--- src/rtl/cpu_ctrl_pkg.sv ---
// cpu_ctrl_pkg
//   Shared definitions for the hardwired control unit: opcode values,
//   instruction field positions, the T-state encoding and an opcode
//   classifier used by the sequencer's decode.
package cpu_ctrl_pkg;

  localparam int NUM_REGS_DEF = 16;
  localparam int OP_W_DEF     = 5;

  // Instruction field positions within IR
  localparam int OP_LSB = 27;
  localparam int RA_LSB = 23;
  localparam int RB_LSB = 19;
  localparam int RC_LSB = 15;

  localparam logic [4:0] OP_ADD  = 5'b00011;
  localparam logic [4:0] OP_SUB  = 5'b00100;
  localparam logic [4:0] OP_AND  = 5'b00101;
  localparam logic [4:0] OP_OR   = 5'b00110;
  localparam logic [4:0] OP_SHR  = 5'b00111;
  localparam logic [4:0] OP_SHRA = 5'b01000;
  localparam logic [4:0] OP_SHL  = 5'b01001;
  localparam logic [4:0] OP_ROR  = 5'b01010;
  localparam logic [4:0] OP_ROL  = 5'b01011;
  localparam logic [4:0] OP_MUL  = 5'b01111;
  localparam logic [4:0] OP_DIV  = 5'b10000;
  localparam logic [4:0] OP_NEG  = 5'b10001;
  localparam logic [4:0] OP_NOT  = 5'b10010;
  localparam logic [4:0] OP_NOP  = 5'b11010;
  localparam logic [4:0] OP_HALT = 5'b11011;

  typedef enum logic [3:0] {
    S_RESET = 4'd0,
    T0      = 4'd1,
    T1      = 4'd2,
    T2      = 4'd3,
    T3      = 4'd4,
    T4      = 4'd5,
    T5      = 4'd6,
    T6      = 4'd7,
    HALTED  = 4'd8
  } state_t;

  typedef enum logic [2:0] {
    C_BINARY,
    C_MULDIV,
    C_UNARY,
    C_NONE,
    C_HALT
  } op_class_t;

  // Execution shape of an opcode; anything unlisted behaves as NOP.
  function automatic op_class_t op_class(input logic [4:0] op);
    op_class_t c;
    c = C_NONE;
    if (op >= OP_ADD && op <= OP_ROL) c = C_BINARY;
    else if (op == OP_MUL || op == OP_DIV) c = C_MULDIV;
    else if (op == OP_NEG || op == OP_NOT) c = C_UNARY;
    else if (op == OP_HALT) c = C_HALT;
    return c;
  endfunction

endpackage

--- src/rtl/reg_select_encode.sv ---
// reg_select_encode
//   Selects one of the IR register fields (Ra/Rb/Rc via gra/grb/grc, Ra has
//   priority) and expands it into one-hot register write/drive enables.
// Ports:
//   ir_ra, ir_rb, ir_rc  in   register fields from IR
//   gra, grb, grc        in   field select
//   rin, rout            in   request write enable / bus drive
//   r_in, r_out          out  one-hot write enable / bus drive (NUM_REGS wide)
module reg_select_encode #(
  parameter int NUM_REGS = 16
) (
  input  logic [3:0]          ir_ra,
  input  logic [3:0]          ir_rb,
  input  logic [3:0]          ir_rc,
  input  logic                gra,
  input  logic                grb,
  input  logic                grc,
  input  logic                rin,
  input  logic                rout,
  output logic [NUM_REGS-1:0] r_in,
  output logic [NUM_REGS-1:0] r_out
);

  logic [3:0] sel;
  logic       any_sel;

  always_comb begin
    sel     = 4'd0;
    any_sel = 1'b0;
    if (gra) begin
      sel     = ir_ra;
      any_sel = 1'b1;
    end else if (grb) begin
      sel     = ir_rb;
      any_sel = 1'b1;
    end else if (grc) begin
      sel     = ir_rc;
      any_sel = 1'b1;
    end
  end

  for (genvar gi = 0; gi < NUM_REGS; gi++) begin : g_onehot
    assign r_in[gi]  = rin  && any_sel && (sel == 4'(gi));
    assign r_out[gi] = rout && any_sel && (sel == 4'(gi));
  end

endmodule

--- src/rtl/control_unit.sv ---
// control_unit
//   Hardwired T-state sequencer: fetch (T0-T2), decode of IR[31:27] and
//   execute of binary ALU, MUL/DIV, unary, NOP and HALT instructions.
//   All strobes are Moore decodes of the current state and IR.
// Ports:
//   Clock, Reset (sync, active-high), IR, Mem_ready
//   fetch strobes: PCout PCin IncPC MARin MDRin MDRout Read IRin
//   result strobes: Yin Zin Zhighout Zlowout HIin LOin HIout LOout
//   R_in / R_out one-hot register enables, ALU_op, Run, State (debug)
// Configuration:
//   CU_MEM_WAIT_EN: T1 stretches until Mem_ready=1; PCin/Zlowout only in
//   the first T1 cycle. Undefined: T1 is one cycle and Mem_ready is ignored.
module control_unit
  import cpu_ctrl_pkg::*;
#(
  parameter int NUM_REGS = NUM_REGS_DEF,
  parameter int OP_W     = OP_W_DEF
) (
  input  logic                Clock,
  input  logic                Reset,
  input  logic [31:0]         IR,
  input  logic                Mem_ready,
  output logic                PCout,
  output logic                PCin,
  output logic                IncPC,
  output logic                MARin,
  output logic                MDRin,
  output logic                MDRout,
  output logic                Read,
  output logic                IRin,
  output logic                Yin,
  output logic                Zin,
  output logic                Zhighout,
  output logic                Zlowout,
  output logic                HIin,
  output logic                LOin,
  output logic                HIout,
  output logic                LOout,
  output logic [NUM_REGS-1:0] R_in,
  output logic [NUM_REGS-1:0] R_out,
  output logic [OP_W-1:0]     ALU_op,
  output logic                Run,
  output logic [3:0]          State
);

  state_t    state_reg, state_next;
  logic      gra, grb, grc, rin, rout;
  logic [4:0] op;
  op_class_t cls;

  assign op  = IR[OP_LSB +: 5];
  assign cls = op_class(op);

  logic [14:0] ir_unused;
  assign ir_unused = IR[14:0];

  always_ff @(posedge Clock) begin
    if (Reset) state_reg <= S_RESET;
    else       state_reg <= state_next;
  end

`ifdef CU_MEM_WAIT_EN
  // High only on the first cycle of T1 (previous cycle was not T1).
  logic t1_first_reg;
  always_ff @(posedge Clock) begin
    if (Reset) t1_first_reg <= 1'b1;
    else       t1_first_reg <= (state_reg != T1);
  end
`else
  logic mem_ready_unused;
  assign mem_ready_unused = Mem_ready;
`endif

  always_comb begin
    state_next = state_reg;
    PCout = 1'b0; PCin = 1'b0; IncPC = 1'b0; MARin = 1'b0;
    MDRin = 1'b0; MDRout = 1'b0; Read = 1'b0; IRin = 1'b0;
    Yin = 1'b0; Zin = 1'b0; Zhighout = 1'b0; Zlowout = 1'b0;
    HIin = 1'b0; LOin = 1'b0; HIout = 1'b0; LOout = 1'b0;
    gra = 1'b0; grb = 1'b0; grc = 1'b0; rin = 1'b0; rout = 1'b0;
    ALU_op = '0;
    Run = 1'b1;
    case (state_reg)
      S_RESET: state_next = T0;
      T0: begin
        PCout = 1'b1; MARin = 1'b1; IncPC = 1'b1; Zin = 1'b1;
        state_next = T1;
      end
      T1: begin
        Read = 1'b1; MDRin = 1'b1;
`ifdef CU_MEM_WAIT_EN
        if (t1_first_reg) begin
          Zlowout = 1'b1; PCin = 1'b1;
        end
        if (Mem_ready) state_next = T2;
`else
        Zlowout = 1'b1; PCin = 1'b1;
        state_next = T2;
`endif
      end
      T2: begin
        MDRout = 1'b1; IRin = 1'b1;
        case (cls)
          C_BINARY, C_MULDIV, C_UNARY: state_next = T3;
          C_HALT:                      state_next = HALTED;
          default:                     state_next = T0;
        endcase
      end
      T3: begin
        grb = 1'b1; rout = 1'b1;
        if (cls == C_UNARY) begin
          ALU_op = OP_W'(op); Zin = 1'b1;
        end else begin
          Yin = 1'b1;
        end
        state_next = T4;
      end
      T4: begin
        if (cls == C_UNARY) begin
          Zlowout = 1'b1; gra = 1'b1; rin = 1'b1;
          state_next = T0;
        end else begin
          grc = 1'b1; rout = 1'b1; ALU_op = OP_W'(op); Zin = 1'b1;
          state_next = T5;
        end
      end
      T5: begin
        Zlowout = 1'b1;
        if (cls == C_MULDIV) begin
          LOin = 1'b1;
          state_next = T6;
        end else begin
          gra = 1'b1; rin = 1'b1;
          state_next = T0;
        end
      end
      T6: begin
        Zhighout = 1'b1; HIin = 1'b1;
        state_next = T0;
      end
      HALTED: Run = 1'b0;
      default: state_next = S_RESET;
    endcase
  end

  assign State = state_reg;

  reg_select_encode #(.NUM_REGS(NUM_REGS)) u_reg_sel (
    .ir_ra (IR[RA_LSB +: 4]),
    .ir_rb (IR[RB_LSB +: 4]),
    .ir_rc (IR[RC_LSB +: 4]),
    .gra   (gra),
    .grb   (grb),
    .grc   (grc),
    .rin   (rin),
    .rout  (rout),
    .r_in  (R_in),
    .r_out (R_out)
  );

endmodule
--- config.mk ---
export PLATFORM = sky130hd
export DESIGN_NAME = control_unit
export DESIGN_NICKNAME = d
export VERILOG_FILES = /design/src/rtl/cpu_ctrl_pkg.sv /design/src/rtl/reg_select_encode.sv /design/src/rtl/control_unit.sv
export SDC_FILE = /design/constraint.sdc
export NUM_CORES = 1
export LEC_CHECK = 0
export CELL_PAD_IN_SITES_DETAIL_PLACEMENT = 1
export CELL_PAD_IN_SITES_GLOBAL_PLACEMENT = 2
export CORE_MARGIN = 1
export CORE_UTILIZATION = 16
export CTS_BUF_LIST = sky130_fd_sc_hd__clkbuf_16
export DETAILED_ROUTE_END_ITERATION = 10
export HOLD_SLACK_MARGIN = 0.06
export PLACE_DENSITY_LB_ADDON = 0.2
export SKIP_CTS_REPAIR_TIMING = 1
export SLEW_MARGIN = 20
export SYNTH_ARGS = -nofsm -noshare
export SYNTH_HDL_FRONTEND = slang
export SYNTH_SLANG_ARGS = --single-unit
--- constraint.sdc ---
create_clock -name Clock -period 5.9 [get_ports Clock]
set_clock_uncertainty 0.1 [all_clocks]
set_input_delay 1.18 -clock Clock [delete_from_list [all_inputs] [get_ports Clock]]
set_output_delay 1.18 -clock Clock [all_outputs]
set_load 0.05 [all_outputs]
==> out/results.ini <==
[drt]
totalWireLength_um=4142
drt_first_pass_iters=7
dr.first_iter.drc_count=54
vias_per_cell=4.607
drc=11
wl_per_cell_um=13.90
vias=1373
drtAntennaViolNets=0

[place]
port_buffers=74
place_ws_ns=0.6782
gp_congestion=0.6455
dp_hpwl_um=3440
place_inst=295

[floorplan]
die_area_um2=7097
core_um2=6422
rows=29
ios=93
start_util_pct=16.85
die_w_um=84.25
die_h_um=84.25

[clock_tree]
cts_tree=built
clkLatencyLatePin_ns=0.22
clock-sinks=4
cts_buffers=3
clockBufferDepth=2
cts.htree.levels=1
clockRootBuffer=clkbuf_16
clkTransAtPathRegs_ns=0.03

[synthesis]
synthDistinctLibCells=53
ys_warn_count=0
syn_area_um2=1082
synthFlopType=dfxtp_1
yosysSeqAreaShare_pct=7.399
synth_area_leader_cell=nor2_1
async_flop_share_pct=0
synth_edf_count=0
synthTopCellsByArea=nor2_1 (12%), dfxtp_1 (7.4%), and2_1 (5.8%)
synth_area_per_cell_um2=6.807
synth_seq_cells=4
netlist_instances=159
synth_top_area_share_pct=12.14

[global_route]
grt_pass1_vias=1449
antenna_found_initial=0
grt_pass1_wl_um=7107
grt_max_degree=13
grt_remaining_overflow=0
globalRouteTotalUtil_pct=12.07

[sta]
worst_pin_slew_ns=0.5604
final.setup.worst_slack_ns=0.6886
finalCritPeriodShare_pct=88.33
period_minus_slack_ns=5.211
slew-limit-headroom_pct=62.48
slew_violations=0
setup_tns_ns=0
setup_viol=0
rsz0062_at_grt=false
fmax_ghz=0.1919
hold_violations=0
hold_ws_ns=0.5507

[critical_path]
cp-start-kind=input port
crit_arrival_ns=3.93
endpoint_kind=output pin
critPathRequiredTime_ns=4.62
path_max_fanout=8
setup.worst_path.class=in2out

[status]
violations=DRC
status=finished, violations left

[power]
ir_worst_vdd_mv=0.07321
p_per_area_nw_per_um2=124.0
power_leakage_nw=0.6168

[finish]
largest_register_ffs=4
area_delta_synth_final_pct=73.99
final_cell_count_no_fill=298
layout-drive-gt1-share_pct=10.41
final_nets=258
n_antenna_cell=0

[worst_hold_path]
hold_path.class=reg2reg

[run]
drv_cap=0

-- synthesized netlist by cell type (all sizes together) (2+ instances only) --
master	count
clkbuf	4
nor3	6
nand3	5
a21oi	10
nor3b	4
nand2	11
and2	10
o22ai	2
nor2	36
nand3b	3
or2	4
o211a	2
nor2b	3
a32oi	2
buf	12
dfxtp	4
a21boi	5
xnor2	3
and4bb	2
inv	2
o21ai	8
-- stage by stage --
step / utilization (%) / cell area [um^2] / total power, W
after floorplan: - / 1086 / 0.0001003
after global placement: 28.15 / 1808 / 0.0001308
after detailed placement: 28.15 / 1808 / 0.0001307
after CTS: 29.32 / 1883 / 0.0002357
after global routing: 29.32 / 1883 / 0.0002442
final: 29.32 / 1883 / 0.0002336
-- layout make-up --
cell class / count / area, um^2
Clock buffer: 3 / 75.07
Fill cell: 779 / 4539
Inverter: 2 / 7.507
Multi-Input combinational cell: 138 / 883.3
Sequential cell: 4 / 80.08
Tap cell: 77 / 96.34
Timing Repair Buffer: 74 / 740.7
-- metal layers --
layer | wire [um] | GRT usage (%) | vias up | share of wire [%]
met2 | 1913 | 21.16 | 51 | 46
li1 | - | - | 684 | -
met5 | 0 | 0 | - | 0
met3 | 289 | 2.655 | 0 | 7.0
met4 | 0 | 1.411 | 0 | 0
met1 | 1939 | 15.53 | 638 | 47
-- kinds of logic (layout without fill, tap and decap cells) --
| logic type | after synthesis | in the layout | share of synthesized area [%] |
|---|---|---|---|
| AOI/OAI and AO/OA | 40 | 40 | 30.06 |
| other | 1 | 2 | 0.3465 |
| DFF | 4 | 4 | 7.399 |
| and+or+nand+nor | 91 | 91 | 46.59 |
| muxes | 1 | 1 | 1.040 |
| xor gates and xnor gates | 4 | 4 | 3.238 |
| buffers and inverters | 18 | 79 | 11.33 |
-- worst max-delay path: stages --
cell and delay, ns:
clkdlybuf4s50_1 0.55, xnor2_1 0.39, o211ai_2 0.15, a222oi_1 0.51
nor2_1 0.18, nor3_2 0.13, clkdlybuf4s50_1 0.83
-- power breakdown --
| part | switching [W] | internal [W] | total (W) |
|---|---|---|---|
| sequential | 0.00000487 | 0.0000287 | 0.0000336 |
| combinational | 0.0000595 | 0.0000365 | 0.0000960 |
| clock | 0.0000175 | 0.0000864 | 0.000104 |
| total | 0.0000819 | 0.000152 | 0.000234 |
-- final timing paths --
| check | from | endpoint | slack [ns] | cells after the start |
|---|---|---|---|---|
| max reg2reg | State[0] | State[0] | 4.21 | 5 |
| max | IR[27] | R_in[11] | 0.69 | 7 |
| min | State[2] | State[0] | 0.55 | 2 |
| min reg2reg | State[2] | State[0] | 0.55 | 2 |
-- cell usage in the layout (no fill, tap or decap), types with 2 or more instances in the layout --
| master | n |
|---|---|
| clkdlybuf4s50_1 | 74 |
| nor2_1 | 35 |
| and2_1 | 10 |
| nand2_1 | 9 |
| a21oi_1 | 8 |
| o21ai_0 | 8 |
| nand3_1 | 5 |
| dfxtp_1 | 4 |
| nor3b_1 | 4 |
| nor3_1 | 4 |
| nand3b_1 | 3 |
| or2_2 | 3 |
| nor2b_1 | 3 |
| xnor2_1 | 3 |
| clkbuf_16 | 3 |
| o22ai_1 | 2 |
| and4bb_2 | 2 |
| inv_1 | 2 |
| nand2_2 | 2 |
| a32oi_1 | 2 |
| o211a_1 | 2 |
| a21oi_2 | 2 |
| a21boi_0 | 2 |
| nor3_2 | 2 |
| conb_1 | 2 |
Power figures use the tool's default switching activity.
